### src/rtl/ulpi_sched_pkg.sv
// ULPI register-write scheduler: state encoding and the PHY boot table written after reset.
// The boot phase is only compiled into ulpi_reg_sched when ULPI_SCHED_INIT_EN is defined.
package ulpi_sched_pkg;

   typedef enum logic [2:0] {
      BOOT_WAIT = 3'd0,
      SEL       = 3'd1,
      ISSUE     = 3'd2,
      ARM       = 3'd3,
      WAIT      = 3'd4,
      IDLE      = 3'd5
   } sched_state_t;

   localparam int INIT_LEN = 3;
   localparam int IDX_W    = 2;

   typedef struct packed {
      logic [5:0] addr;
      logic [7:0] val;
   } reg_wr_t;

   function automatic reg_wr_t init_entry(input logic [IDX_W-1:0] idx);
      reg_wr_t e;
      case (idx)
         2'd0:    e = '{addr: 6'h04, val: 8'h49};  // Function Control: non-driving, FS, SuspendM
         2'd1:    e = '{addr: 6'h0A, val: 8'h00};  // OTG Control
         default: e = '{addr: 6'h0D, val: 8'h00};  // USB Interrupt Enable Rising
      endcase
      return e;
   endfunction

endpackage

### src/rtl/ulpi_rr_arb.sv
// Two-way round-robin arbiter; last_b_reg remembers who was served last so a tie
// goes to the other requester. Reset leaves b as last served, so a wins the first tie.
module ulpi_rr_arb (
   input  logic clk_ULPI,
   input  logic rst,
   input  logic req_a,
   input  logic req_b,
   input  logic take,
   output logic grant_b
);

   logic last_b_reg;

   assign grant_b = req_b && (!req_a || !last_b_reg);

   always_ff @(posedge clk_ULPI) begin
      if (!rst) begin
         last_b_reg <= 1'b1;
      end else if (take) begin
         last_b_reg <= grant_b;
      end
   end

endmodule

### src/rtl/ulpi_reg_sched.sv
// Schedules ULPI PHY register writes: optional boot table (ULPI_SCHED_INIT_EN), then
// round-robin service of two requesters through a shared register-write engine.
module ulpi_reg_sched
   import ulpi_sched_pkg::*;
#(
   parameter int BOOT_DLY = 1024
) (
   input  logic       clk_ULPI,
   input  logic       rst,
   input  logic       DIR,
   input  logic       req_a,
   input  logic       req_b,
   input  logic [5:0] addr_a,
   input  logic [5:0] addr_b,
   input  logic [7:0] val_a,
   input  logic [7:0] val_b,
   output logic       ack_a,
   output logic       ack_b,
   output logic       wr_PrW,
   output logic [5:0] wr_ADDR,
   output logic [7:0] wr_VAL,
   input  logic       wr_busy,
   output logic       init_done,
   output logic       sched_busy
);

   localparam int               CNT_W    = (BOOT_DLY > 1) ? $clog2(BOOT_DLY) : 1;
   localparam logic [CNT_W-1:0] CNT_LAST = CNT_W'(BOOT_DLY - 1);
   localparam logic [IDX_W-1:0] IDX_LAST = IDX_W'(INIT_LEN - 1);

`ifdef ULPI_SCHED_INIT_EN
   localparam sched_state_t RST_STATE = BOOT_WAIT;
`else
   localparam sched_state_t RST_STATE = IDLE;
`endif

   sched_state_t     state_reg, state_next;
   logic [CNT_W-1:0] cnt_reg, cnt_next;
   logic [IDX_W-1:0] idx_reg, idx_next;
   reg_wr_t          wr_reg, wr_next;
   logic             gnt_b_reg, gnt_b_next;
   logic             init_done_reg, init_done_next;
   logic             arb_take, arb_grant_b;
   logic             write_done;

   ulpi_rr_arb u_arb (
      .clk_ULPI (clk_ULPI),
      .rst      (rst),
      .req_a    (req_a),
      .req_b    (req_b),
      .take     (arb_take),
      .grant_b  (arb_grant_b)
   );

   always_ff @(posedge clk_ULPI) begin
      if (!rst) begin
         state_reg     <= RST_STATE;
         cnt_reg       <= '0;
         idx_reg       <= '0;
         wr_reg        <= '0;
         gnt_b_reg     <= 1'b0;
         init_done_reg <= 1'b0;
      end else begin
         state_reg     <= state_next;
         cnt_reg       <= cnt_next;
         idx_reg       <= idx_next;
         wr_reg        <= wr_next;
         gnt_b_reg     <= gnt_b_next;
         init_done_reg <= init_done_next;
      end
   end

   assign write_done = (state_reg == WAIT) && !wr_busy;

   // Strobes are qualified by rst so nothing fires in a cycle that is being reset.
   assign wr_PrW     = rst && (state_reg == ISSUE) && !DIR && !wr_busy;
   assign ack_a      = rst && write_done && init_done_reg && !gnt_b_reg;
   assign ack_b      = rst && write_done && init_done_reg && gnt_b_reg;
   assign sched_busy = rst && (state_reg != IDLE);
   assign wr_ADDR    = wr_reg.addr;
   assign wr_VAL     = wr_reg.val;
   assign init_done  = init_done_reg;

   always_comb begin
      state_next     = state_reg;
      cnt_next       = cnt_reg;
      idx_next       = idx_reg;
      wr_next        = wr_reg;
      gnt_b_next     = gnt_b_reg;
      arb_take       = 1'b0;
`ifdef ULPI_SCHED_INIT_EN
      init_done_next = init_done_reg;
`else
      init_done_next = 1'b1;
`endif
      case (state_reg)
         BOOT_WAIT: begin
            if (cnt_reg == CNT_LAST) begin
               idx_next   = '0;
               state_next = SEL;
            end else begin
               cnt_next = cnt_reg + CNT_W'(1);
            end
         end
         SEL: begin
            wr_next    = init_entry(idx_reg);
            state_next = ISSUE;
         end
         IDLE: begin
            // Requests raised during the boot phase simply wait here until init_done.
            if (init_done_reg && (req_a || req_b)) begin
               arb_take   = 1'b1;
               gnt_b_next = arb_grant_b;
               wr_next    = arb_grant_b ? {addr_b, val_b} : {addr_a, val_a};
               state_next = ISSUE;
            end
         end
         ISSUE: begin
            if (!DIR && !wr_busy) state_next = ARM;
         end
         ARM: begin
            if (wr_busy) state_next = WAIT;
         end
         WAIT: begin
            if (!wr_busy) begin
               if (!init_done_reg) begin
                  if (idx_reg == IDX_LAST) begin
                     init_done_next = 1'b1;
                     state_next     = IDLE;
                  end else begin
                     idx_next   = idx_reg + IDX_W'(1);
                     state_next = SEL;
                  end
               end else begin
                  state_next = IDLE;
               end
            end
         end
         default: state_next = RST_STATE;
      endcase
   end

endmodule

### config.mk
export PLATFORM = sky130hd
export DESIGN_NAME = ulpi_reg_sched
export DESIGN_NICKNAME = d
export VERILOG_FILES = /design/src/rtl/ulpi_sched_pkg.sv /design/src/rtl/ulpi_rr_arb.sv /design/src/rtl/ulpi_reg_sched.sv
export SDC_FILE = /design/constraint.sdc
export NUM_CORES = 1
export LEC_CHECK = 0
export BUFFER_PORTS_ARGS = -buffer_cell sky130_fd_sc_hd__buf_2
export CORE_MARGIN = 1
export CORE_UTILIZATION = 46
export CTS_CLUSTER_DIAMETER = 150
export DETAILED_ROUTE_END_ITERATION = 6
export GPL_ROUTABILITY_DRIVEN = 0
export PLACE_DENSITY = 0.77
export SKIP_CTS_REPAIR_TIMING = 1
export SLEW_MARGIN = 20
export SYNTH_ARGS = -nofsm -noshare
export SYNTH_HDL_FRONTEND = slang
export SYNTH_SLANG_ARGS = --single-unit
### constraint.sdc
create_clock -name clk_ULPI -period 1.82 [get_ports clk_ULPI]
set_clock_uncertainty 0.15 [all_clocks]
set_input_delay 0.091 -clock clk_ULPI [delete_from_list [all_inputs] [get_ports clk_ULPI]]
set_output_delay 0.091 -clock clk_ULPI [all_outputs]
set_load 0.05 [all_outputs]
; ---- Word-level counts from Yosys, hierarchy flattened
; Cells that the tools add are included.
[totals]
ff_bits = 32
output_inout_bits = 19
[op_classes]
n_addsub = 2
n_eq_ne = 16
muxes = 20
bitwise_logic = 1
reduce_logical = 28
[ops]
columns = operator, n
row1 = $mux W14, 2
row2 = $pmux W14 S2, 1
row3 = $pmux W12 S2, 1
row4 = $mux W3, 7
row5 = $pmux W3 S6, 1
row6 = $logic_and A1 B1 Y1, 12
row7 = $ne A2 B2 Y1 const B, 6
row8 = $add A10 B1 Y10 const B, 1
row9 = $eq A10 B10 Y1 const B, 1
row10 = $reduce_and A5 Y1, 2
row11 = $mux W2, 4
row12 = $eq A3 B2 Y1 const B, 2
row13 = $eq A3 B3 Y1 const B, 2
row14 = $reduce_and A2 Y1, 3
row15 = $logic_not A1 Y1, 5
row16 = $pmux W2 S2, 1
row17 = $reduce_bool A2 Y1, 2
row18 = $eq A3 B1 Y1 const B, 1
row19 = $logic_not A3 Y1, 1
row20 = $mux W1, 3
row21 = $ne A3 B3 Y1 const B, 1
row22 = $add A2 B1 Y2 const B, 1
row23 = $eq A2 B1 Y1 const B, 1
row24 = $eq A2 B2 Y1 const B, 1
row25 = 4 further kinds, 5

; ---- Depth between registers and ports, before layout
[depth]
word_depth = 6
depth_mapped = 6
depth_no_buf = 6

; ---- Cells and area by module
; A second synthesis with hierarchy kept.
[hier_totals]
cells_unflattened = 196
area_unflattened_um2 = 1815.5
[modules_own_cells]
columns = mod, instances, cells_each, area_each_um2
row1 = ulpi_reg_sched, 1, 191, 1769.2
row2 = ulpi_rr_arb, 1, 5, 46.3

; ---- Least setup slack after synthesis
; OpenSTA, ideal clock, no wires.
[synth_path]
path_kind = flip-flop to output port
start = reg state_reg[0]
end = out wr_PrW
arrival_ns = 2.357
required_ns = 1.579
slack_ns = -0.778
path_stages_with_launch = 4
path_buffers = 1
path_cell_list = dfxtp_1 buf_4 nor3_1 nor4b_1
[synth_between]
elab_chain_len = 4
[synth_rtl]
columns = element, line_no
row1 = from (decl), ulpi_reg_sched.sv:37  ; sched_state_t state_reg, state_next;
row2 = from (signal assigned), ulpi_reg_sched.sv:64  ; state_reg <= state_next;
row3 = $eq A3 B2 Y1, ulpi_reg_sched.sv:76  ; assign wr_PrW = rst && (state_reg == ISSUE) && !DIR && !wr_busy;
row4 = $logic_and A1 B1 Y1 (3 in a row), ulpi_reg_sched.sv:76
row5 = to (decl), ulpi_reg_sched.sv:19  ; output logic wr_PrW,
; Every way passes these cells.

; ---- Final worst setup path
[layout_path]
start = reg state_reg[0]
end = out ack_a
[layout_between]
elab_chain_len = 5
[layout_rtl]
columns = element, line_no
row1 = $eq A3 B3 Y1, ulpi_reg_sched.sv:73  ; assign write_done = (state_reg == WAIT) && !wr_busy;
row2 = $logic_and A1 B1 Y1, ulpi_reg_sched.sv:73
row3 = $logic_and A1 B1 Y1 (3 in a row), ulpi_reg_sched.sv:77  ; assign ack_a = rst && write_done && init_done_reg && !gnt_b_reg;
row4 = to (decl), ulpi_reg_sched.sv:17  ; output logic ack_a,
; Every way passes these cells.

==> results.tsv <==
stage	metric	value	unit
routing	DRT Wirelength	4036	um
sta	fin crit share	94.60	%
synth	Yosys reg bits	32	
cells_and_area	ANT cells	0	
routing	Iter 0 DRT Violations	136	
pwr	Max VDD drop	613.1	uV
synth	sequential area share after synthesis	36.97	%
cells_and_area	Sequential Area	644.4	um^2
global_route	antenna violations before repair	0	
cells_and_area	Final nets	294	
floorplan	Starting Density	49.96	%
routing	DRC	0	
placement	pre-CTS setup slack	73.07	ps
outcome	outcome	finished, violations left	
floorplan	core box area	3468	um^2
sta	Slew Limit Headroom	69.34	%
sta	Worst-Margin Slew	456.9	ps
sta	RSZ-0062 raised after global routing	false	
sta	setup violators final	0	
synth	synthesized instance count	192	
cells_and_area	Multi-input gate area	1052	um^2
synth	Synth Flop Type	dfxtp_1	
cells_and_area	fin cells	300	
floorplan	row cnt	21	
synth	syn nets	232	
cells_and_area	area grow syn2layout	29.68	%
sta	final hold viol count	2	
global_route	GRT overflow	0	
pwr	Static Leak	0.9383	nW
floorplan	Chip Width	63.38	um
sta	Slew Limit Fails	0	
clock_tree	H-tree Lvls	2	
cells_and_area	share of post-route cells with drive strength above 1	38.19	%
worst_hold_path	Worst Hold Class	input port to flip-flop	
synth	Synth cell types	51	
placement	Port-buffer cells	52	
sta	Fin Setup TNS	0	ps
synth	Mean Syn Cell Area	9.026	um^2
sta	post-route minimum period	1722	ps
sta	setup ws final	98.25	ps
critical_path	kind of critical path	flip-flop to output port	
routing	via count	1664	
floorplan	I/O pin total	53	
clock_tree	TritonCTS Buffers	5	
synth	synth warn	0	
clock_tree	clk root buf	clkbuf_8	
clock_tree	clk_lat worst skew	280	ps
routing	Detail Route Antenna Nets	0	
critical_path	CP required	1580	ps
critical_path	crit-path cells	buf_4 > inv_2 > nand2_2 > nor3_2 > clkbuf_4	
critical_path	Setup crit end kind	output port	
job	number of max-cap violations	0	
critical_path	crit path launch type	flip-flop	
critical_path	Critical Path AT	1480	ps
global_route	largest net degree at the start of global routing	17	
cells_and_area	max reg flops	10	
clock_tree	clk buf depth	2	
routing	DR pass1 iterations	4	
global_route	first-pass GRT wire length	6996	um
routing	vias per cell	5.547	
critical_path	slowest CP cell	dfxtp_2	
sta	WHS	-14.75	ps
routing	post-DR wirelength/cell	13.45	um
floorplan	chip height	63.38	um
synth	top cells by area, synth	dfxtp_1 (37%), mux2_2 (4.5%), ha_1 (4.3%)	
pwr	Tot Pwr	2.113	mW
pwr	Pwr Density	940.3	nW/um^2
sta	Peak Freq	580.8	MHz
synth	Post-synth EDFFs	0	
cells_and_area	# fillers	310	
synth	Async SR Flop Fraction	0	%
global_route	vias in the first global route	1581	
floorplan	die area	4016	um^2
critical_path	CP max stage delay	380	ps
clock_tree	CTS Sinks	32	
critical_path	CP max FO	7	
synth	share of the synthesized area in the top cell type	36.97	%
synth	Mapped Area	1733	um^2
clock_tree	clock slew at reported path FFs	70	ps
placement	HPWL Detailed	2961	um
clock_tree	TritonCTS clock tree	yes	
synth	Synth area leader	dfxtp_1	
critical_path	reg2reg path depth	6	
placement	Placed Cells	291	
global_route	gr usage total	21.96	%
outcome	failing checks	negative hold slack	
worst_hold_path	hold path depth	3	
## layout make-up
| cell class | instances | area share, % |
|---|---|---|
| Sequential cell | 32 | 28.67 |
| Timing Repair Buffer | 65 | 16.48 |
| Inverter | 7 | 1.169 |
| Clock buffer | 7 | 4.287 |
| Tap cell | 46 | 2.561 |
| Multi-Input combinational cell | 143 | 46.83 |
## critical path: cells and delay by family, from the launching register on
family                 cells  cell delay (ps)
flip-flops                 1              380
AND/OR/NAND/NOR            2              300
buffers and inverters      3              510
## metal layers
layer	part of all wire, %	global-route usage [%]
met5	0	0
met3	4.4	5.797
met4	1.3	6.818
met1	45	26.99
met2	49	36.97
## synth_stat cells, drive strengths merged (2+ instances only)
cell    count
mux2i       5
a211oi      3
a31oi       4
a21oi      15
or3         5
dfxtp      32
o21ai      13
nand2b      4
o211ai      3
nand4b      2
clkbuf      3
nor2       15
nand2      11
o2111a      2
nor3       12
buf         7
a22oi       8
o211a       2
mux2        9
nand4       2
nor4b       2
xor2        2
ha          6
o221ai      2
inv         6
nand3       4
## path summary, 6_finish.rpt
kind         slack [ps]                       from                       to
min reg2reg         310    wr_ADDR[1]$_SDFFE_PN0P_  wr_ADDR[1]$_SDFFE_PN0P_
max                 100  state_reg[0]$_SDFFE_PN1P_                    ack_a
max reg2reg         110    idx_reg[0]$_SDFFE_PN0P_  idx_reg[0]$_SDFFE_PN0P_
min                 -10                  addr_a[2]  wr_ADDR[2]$_SDFFE_PN0P_
## logic make-up after synthesis
logic type,share of synthesized area (%)
compound gates,22.17
xor+xnor,1.517
fa+ha+maj,4.332
buf+inv,4.837
flops,36.97
mux,8.737
simple gates,21.45
## per-stage QoR
stage,instance area [um^2],utilization (%)
after floorplan,1759,-
after global placement,2102,60.61
after detailed placement,2102,60.61
after CTS,2198,63.38
after global routing,2247,64.79
final,2247,64.79
## layout by cell type (no fill, tap or decap), drive strengths merged, types with 2 or more instances in the layout
master       instances
o211a                2
ha                   6
a31oi                4
nand3                4
o21ai               13
buf                 61
inv                  6
nand2b               4
nand2               11
nand4b               2
mux2                 9
o211ai               3
nor3                12
xor2                 2
clkbuf               9
a21oi               15
or3                  5
nand4                2
o221ai               2
a211oi               3
a22oi                8
dfxtp               32
nor4b                2
o2111a               2
mux2i                5
dlygate4sd3          2
nor2                15
## power breakdown
part | total, mW | switching [mW] | internal [mW]
Clock | 0.581 | 0.245 | 0.336
Combinational | 0.696 | 0.451 | 0.245
Sequential | 0.836 | 0.0654 | 0.771
Power figures use the tool's default switching activity.
